===== src/rtl/mem_access_pkg.sv =====
// Shared types and lane helpers for the MEM-stage access unit.
// Define MEM_BIG_ENDIAN_EN to select big-endian byte-lane mapping.
package mem_access_pkg;

  typedef enum logic [1:0] {
    ST_IDLE = 2'b00,
    ST_RD   = 2'b01,
    ST_WR   = 2'b10,
    ST_RESP = 2'b11
  } state_e;

  localparam logic [1:0] SZ_BYTE = 2'b00;
  localparam logic [1:0] SZ_HALF = 2'b01;
  localparam logic [1:0] SZ_WORD = 2'b10;

  // Bit offset of the addressed byte/half inside the memory word.
  function automatic logic [4:0] lane_shift(input logic [1:0] addr, input logic [1:0] size);
    logic [4:0] sh;
    sh = 5'd0;
    case (size)
`ifdef MEM_BIG_ENDIAN_EN
      SZ_BYTE: sh = {~addr, 3'b000};
      SZ_HALF: sh = addr[1] ? 5'd0 : 5'd16;
`else
      SZ_BYTE: sh = {addr, 3'b000};
      SZ_HALF: sh = {addr[1], 4'b0000};
`endif
      default: sh = 5'd0;
    endcase
    return sh;
  endfunction

endpackage


===== src/rtl/mem_lane_align.sv =====
// Combinational lane extract/extend for loads and lane merge for sub-word stores.
module mem_lane_align
  import mem_access_pkg::*;
(
  input  logic [31:0] word_i,
  input  logic [1:0]  addr_i,
  input  logic [1:0]  size_i,
  input  logic        signed_i,
  input  logic [31:0] wdata_i,
  output logic [31:0] load_o,
  output logic [31:0] merge_o
);

  logic [4:0]  sh;
  logic [31:0] lane;
  logic [31:0] mask;

  always_comb begin
    sh     = lane_shift(addr_i, size_i);
    lane   = word_i >> sh;
    mask   = 32'hFFFF_FFFF;
    load_o = word_i;
    case (size_i)
      SZ_BYTE: begin
        load_o = {{24{signed_i & lane[7]}}, lane[7:0]};
        mask   = 32'h0000_00FF;
      end
      SZ_HALF: begin
        load_o = {{16{signed_i & lane[15]}}, lane[15:0]};
        mask   = 32'h0000_FFFF;
      end
      default: begin
        load_o = word_i;
        mask   = 32'hFFFF_FFFF;
      end
    endcase
    merge_o = (word_i & ~(mask << sh)) | ((wdata_i & mask) << sh);
  end

endmodule


===== src/rtl/mem_access_unit.sv =====
// MEM-stage initiator: byte-addressed load/store onto a word-only memory,
// with read-modify-write for sub-word stores. Honours MEM_BIG_ENDIAN_EN via the package.
module mem_access_unit
  import mem_access_pkg::*;
#(
  parameter int unsigned MEM_WORDS = 32
) (
  input  logic        CLK,
  input  logic        RST_N,
  input  logic        req_valid,
  output logic        req_ready,
  input  logic        req_write,
  input  logic [1:0]  req_size,
  input  logic        req_signed,
  input  logic [31:0] req_addr,
  input  logic [31:0] req_wdata,
  output logic        resp_valid,
  output logic [31:0] resp_rdata,
  output logic        resp_err,
  output logic [31:0] mem_address,
  output logic [31:0] mem_writeData,
  input  logic [31:0] mem_readData,
  output logic        mem_memWrite,
  output logic        mem_memRead
);

  state_e      state_q, state_d;
  logic [31:0] resp_rdata_q, resp_rdata_d;
  logic        resp_err_q, resp_err_d;
  logic [31:0] merge_q, merge_d;
  logic [31:0] addr_q, wdata_q;
  logic [1:0]  size_q;
  logic        signed_q, write_q;
  logic        accept, acc_err;
  logic [31:0] load_data, merged;

  assign accept  = (state_q == ST_IDLE) && req_valid;
  assign acc_err = (req_size == 2'b11)
                 || ((req_size == SZ_HALF) && req_addr[0])
                 || ((req_size == SZ_WORD) && (req_addr[1:0] != 2'b00))
                 || ({2'b00, req_addr[31:2]} >= 32'(MEM_WORDS));

  mem_lane_align u_align (
    .word_i   (mem_readData),
    .addr_i   (addr_q[1:0]),
    .size_i   (size_q),
    .signed_i (signed_q),
    .wdata_i  (wdata_q),
    .load_o   (load_data),
    .merge_o  (merged)
  );

  always_comb begin
    state_d      = state_q;
    resp_rdata_d = resp_rdata_q;
    resp_err_d   = resp_err_q;
    merge_d      = merge_q;
    case (state_q)
      ST_IDLE: begin
        if (req_valid) begin
          if (acc_err) begin
            state_d      = ST_RESP;
            resp_err_d   = 1'b1;
            resp_rdata_d = 32'h0;
          end else if (req_write && (req_size == SZ_WORD)) begin
            state_d = ST_WR;
          end else begin
            state_d = ST_RD;
          end
        end
      end
      ST_RD: begin
        if (write_q) begin
          merge_d = merged;
          state_d = ST_WR;
        end else begin
          resp_rdata_d = load_data;
          resp_err_d   = 1'b0;
          state_d      = ST_RESP;
        end
      end
      ST_WR: begin
        resp_rdata_d = 32'h0;
        resp_err_d   = 1'b0;
        state_d      = ST_RESP;
      end
      ST_RESP: state_d = ST_IDLE;
      default: state_d = ST_IDLE;
    endcase
  end

  // Control and response state; reset returns to IDLE so a pending write strobe drops at once.
  always_ff @(posedge CLK or negedge RST_N) begin
    if (!RST_N) begin
      state_q      <= ST_IDLE;
      resp_rdata_q <= 32'h0;
      resp_err_q   <= 1'b0;
    end else begin
      state_q      <= state_d;
      resp_rdata_q <= resp_rdata_d;
      resp_err_q   <= resp_err_d;
    end
  end

  always_ff @(posedge CLK) begin
    merge_q <= merge_d;
    if (accept) begin
      addr_q   <= req_addr;
      size_q   <= req_size;
      signed_q <= req_signed;
      write_q  <= req_write;
      wdata_q  <= req_wdata;
    end
  end

  assign req_ready     = (state_q == ST_IDLE);
  assign resp_valid    = (state_q == ST_RESP);
  assign resp_rdata    = resp_rdata_q;
  assign resp_err      = resp_err_q;
  assign mem_memRead   = (state_q == ST_RD);
  assign mem_memWrite  = (state_q == ST_WR);
  assign mem_address   = (mem_memRead || mem_memWrite) ? {2'b00, addr_q[31:2]} : 32'h0;
  assign mem_writeData = mem_memWrite ? ((size_q == SZ_WORD) ? wdata_q : merge_q) : 32'h0;

endmodule


===== config.mk =====
export PLATFORM = sky130hd
export DESIGN_NAME = mem_access_unit
export DESIGN_NICKNAME = d
export VERILOG_FILES = /design/src/rtl/mem_access_pkg.sv /design/src/rtl/mem_lane_align.sv /design/src/rtl/mem_access_unit.sv
export SDC_FILE = /design/constraint.sdc
export NUM_CORES = 1
export LEC_CHECK = 0
export BUFFER_PORTS_ARGS = -buffer_cell sky130_fd_sc_hd__buf_4
export CAP_MARGIN = 20
export CELL_PAD_IN_SITES_DETAIL_PLACEMENT = 1
export CELL_PAD_IN_SITES_GLOBAL_PLACEMENT = 1
export CORE_MARGIN = 3
export CORE_UTILIZATION = 40
export DETAILED_ROUTE_END_ITERATION = 10
export GPL_ROUTABILITY_DRIVEN = 1
export PLACE_DENSITY_LB_ADDON = 0.1
export SLEW_MARGIN = 20
export SYNTH_ARGS = -nofsm -noshare
export SYNTH_HDL_FRONTEND = slang
export SYNTH_SLANG_ARGS = --single-unit

===== constraint.sdc =====
create_clock -name CLK -period 3 [get_ports CLK]
set_input_delay 0.45 -clock CLK [delete_from_list [all_inputs] [get_ports CLK]]
set_output_delay 0.45 -clock CLK [all_outputs]
set_load 0.01 [all_outputs]

==> impl_metrics.yaml <==
clock_network:
  h-tree-depth: 4
  clk_latency_ns: 0.43
  clk_pin_slew_ns: 0.07
  clockBufferDepth: 2
  cts_tree: "yes"
  cts_inserted_buffers: 17
  ctsRootBufferMaster: "clkbuf_16"
  clock-sinks: 135
  cts_setup_buffers: 0
critical_path:
  r2r_start: "state_q[1]"
  path_max_fanout: 32
  cp.arrival_ns: 2.28
  worstSetupStartpointType: "register"
  crit_type: "register to output pin"
  reg2reg_depth: 8
  cp-end-kind: "output pin"
  required_ns: 2.55
  rrSetupSlack_ns: 0.27
  regToRegEndpoint: "resp_rdata[4]"
sta:
  relSlewSlack: 0.511
  worst_slew_pin_slew_ns: 0.733
  drv_slew: 0
  finalHoldViolCount: 0
  finClkSkew_ns: 0.0108
  period_minus_slack_ns: 2.73
  clock.fmax_mhz: 366
  setup_tns_ns: 0
  setup_slack_ns: 0.268
  rsz0062_at_grt: "no"
  period_share: 0.911
  finalSetupViolations: 0
synthesis:
  netlist_instances: 565
  synth_enable_flop_cells: 100
  ys_seq_elements: 135
  synth_area_leaders: "edfxtp_1 46%, dfrtp_1 13%, nand2_1 5.0%, a21boi_0 3.9%, a22o_1 3.2%"
  async_flop_share: 0.259
  avgSynthCellArea_um2: 11.5
  synth_top_cell_by_area: "edfxtp_1"
  ys_seq_area_frac: 0.595
  yosys_warnings: 0
  synth_flop_cell: "edfxtp_1"
  netlist_area_mm2: 0.00652
  synth_top_area_frac: 0.460
  ys_types: 47
drt:
  drt.antenna.violating_nets: 0
  wirelength_mm: 20.9
  initialDrtViolationCount: 271
  viasPerCell: 5.43
  post-route-drc-count: 0
  wl_per_cell_um: 21.1
  dr.pass1.iters: 4
  vias: 5374
pwr:
  peakVddDrop_mv: 0.481
  leakage_nw: 3.73
  total_power_mw: 7.75
  power_density_mw_per_mm2: 877
grt:
  grt_pass1_vias: 5871
  grt_max_degree: 69
  grt_overflow_total: 0
  grtUsageTotal: 0.239
  grt_pass1_wl_mm: 32.8
  antenna_found_initial: 0
run:
  drv_cap: 0
floorplanning:
  die_width_um: 134
  num_io_pins: 204
  start_util: 0.409
  fp-row-count: 46
  dieArea_mm2: 0.0179
  die_h_um: 134
  core_mm2: 0.0159
final_layout:
  drive_gt1_frac: 0.353
  nFillCells: 1763
  fin_nets: 868
  multi_input_area_mm2: 0.00242
  antenna_cells: 0
  synthToLayoutAreaGrowth_pct: 35.5
  regArea_mm2: 0.00388
  fin_util: 0.554
placement:
  port_buffers: 201
  pre_cts_ws_ns: 0.276
  dpl.hpwl_mm: 15.4
  place.gp.congestion: 0.850
hold_path:
  hold_end: "addr_q[3]"
  min_path_type: "input pin to register"
  hold_path_depth: 1
  worst_hold_startpoint: "req_addr[3]"
run_status:
  status: "finished clean"
[stage by stage]
| step | hold WS, ns | cells | cell area [um2] |
|---|---|---|---|
| 5_1_grt | 0.175 | 990 | 8840 |
| 3_3_place_gp | 0.415 | 957 | 8240 |
| 3_5_place_dp | 0.429 | 957 | 8240 |
| 6_report | 0.195 | 990 | 8840 |
| 4_1_cts | 0.175 | 990 | 8830 |
| 2_1_floorplan | 0.154 | 566 | 6530 |
[repair_timing]
| item | CTS | global route |
|---|---|---|
| hold buffers | 1 | 0 |
| gates resized for setup | 0 | 2 |
| hold endpoints to repair | 35 | 0 |
| setup endpoints to repair | 0 | 2 |
[per-layer routing]
| layer | GRT usage | part of all wire |
|---|---|---|
| met3 | 0.0767 | 0.074 |
| met4 | 0.0977 | 0.029 |
| met2 | 0.399 | 0.49 |
| met1 | 0.287 | 0.40 |
| met5 | 0 | 0 |
[cell type report]
cell class	instances	share of cell area
multi-input combinational	381	0.274
timing repair buffer	218	0.187
clock buffer	18	0.0486
clock inverter	14	0.0170
inverter	8	0.00340
sequential	135	0.439
tap	216	0.0306
[state kept, by name, summed over array words and instances, names as in the netlist]
signal      flops
addr_q         32
merge_q        32
resp_err        1
resp_rdata     32
signed_q        1
size_q          2
state_q         2
wdata_q        32
write_q         1
[synthesized netlist by cell type, types with 2 or more instances]
cell,count
edfxtp_1,100
nand2_1,86
o21ai_0,39
dfrtp_1,35
a21boi_0,34
and2_1,32
clkbuf_1,25
a22o_1,24
a22oi_1,24
nand2b_1,20
a21oi_1,19
nor2_1,14
and3_1,10
mux2_2,10
a2bb2oi_1,8
buf_2,8
inv_1,8
mux2i_1,8
mux2_4,6
nor4_1,6
buf_4,5
ha_1,4
o221ai_1,4
buf_6,3
nor2b_1,3
o21ai_1,3
a31oi_1,2
nand3_1,2
nor3_1,2
nor3_2,2
o22ai_1,2
or3_1,2
[placed cells by master (no fill, tap or decap), types with 8 or more instances in the layout]
cell       netlist  final
inv_1            8      8
a22o_1          24     24
and3_1          10     10
buf_4            5    215
and2_1          32     31
nand2b_1        20     20
nand2_1         86     86
a22oi_1         24     24
clkbuf_16        0     17
a2bb2oi_1        8      8
o21ai_0         39     39
edfxtp_1       100    100
dfrtp_1         35     35
a21boi_0        34     33
mux2_2          10     10
mux2i_1          8      8
a21oi_1         19     19
nor2_1          14     13
[worst max path at each step]
stage | slack (ns) | from | cells past startpoint | endpoint
6_report | 0.27 | size_q[1] | 7 | mem_writeData[7]
5_1_grt | 0.06 | state_q[1] | 8 | resp_rdata[4]
4_1_cts | 0.10 | size_q[1] | 7 | mem_writeData[1]
3_5_place_dp | 0.28 | req_addr[9] | 7 | resp_rdata[4]
3_3_place_gp | 0.44 | req_addr[9] | 7 | resp_rdata[4]
2_1_floorplan | 0.17 | state_q[0] | 3 | addr_q[0]
[critical path: stages, from the launching register on]
cell and delay, ns:
edfxtp_1 0.36, buf_4 0.30, inv_1 0.22, nor2_2 0.16, buf_6 0.28, nand2_1 0.09
a21boi_0 0.26, buf_4 0.19
[kinds of logic after synthesis]
logic type / count (synthesis) / synth area share
and+or+nand+nor: 187 / 0.144
AOI/OAI and AO/OA: 164 / 0.173
DFF: 135 / 0.595
buffers and inverters: 50 / 0.0366
muxes: 24 / 0.0434
adders and majority gates: 4 / 0.00767
other: 1 / 0.000575
[where the power goes]
part / leakage [nW] / internal, mW / switching (mW) / total (mW)
clock: 0.277 / 1.23 / 0.837 / 2.06
sequential: 1.39 / 2.47 / 0.217 / 2.69
combinational: 2.07 / 1.41 / 1.59 / 2.99
total: 3.73 / 5.11 / 2.64 / 7.75
Note: power is estimated with default switching activity, not from simulation.
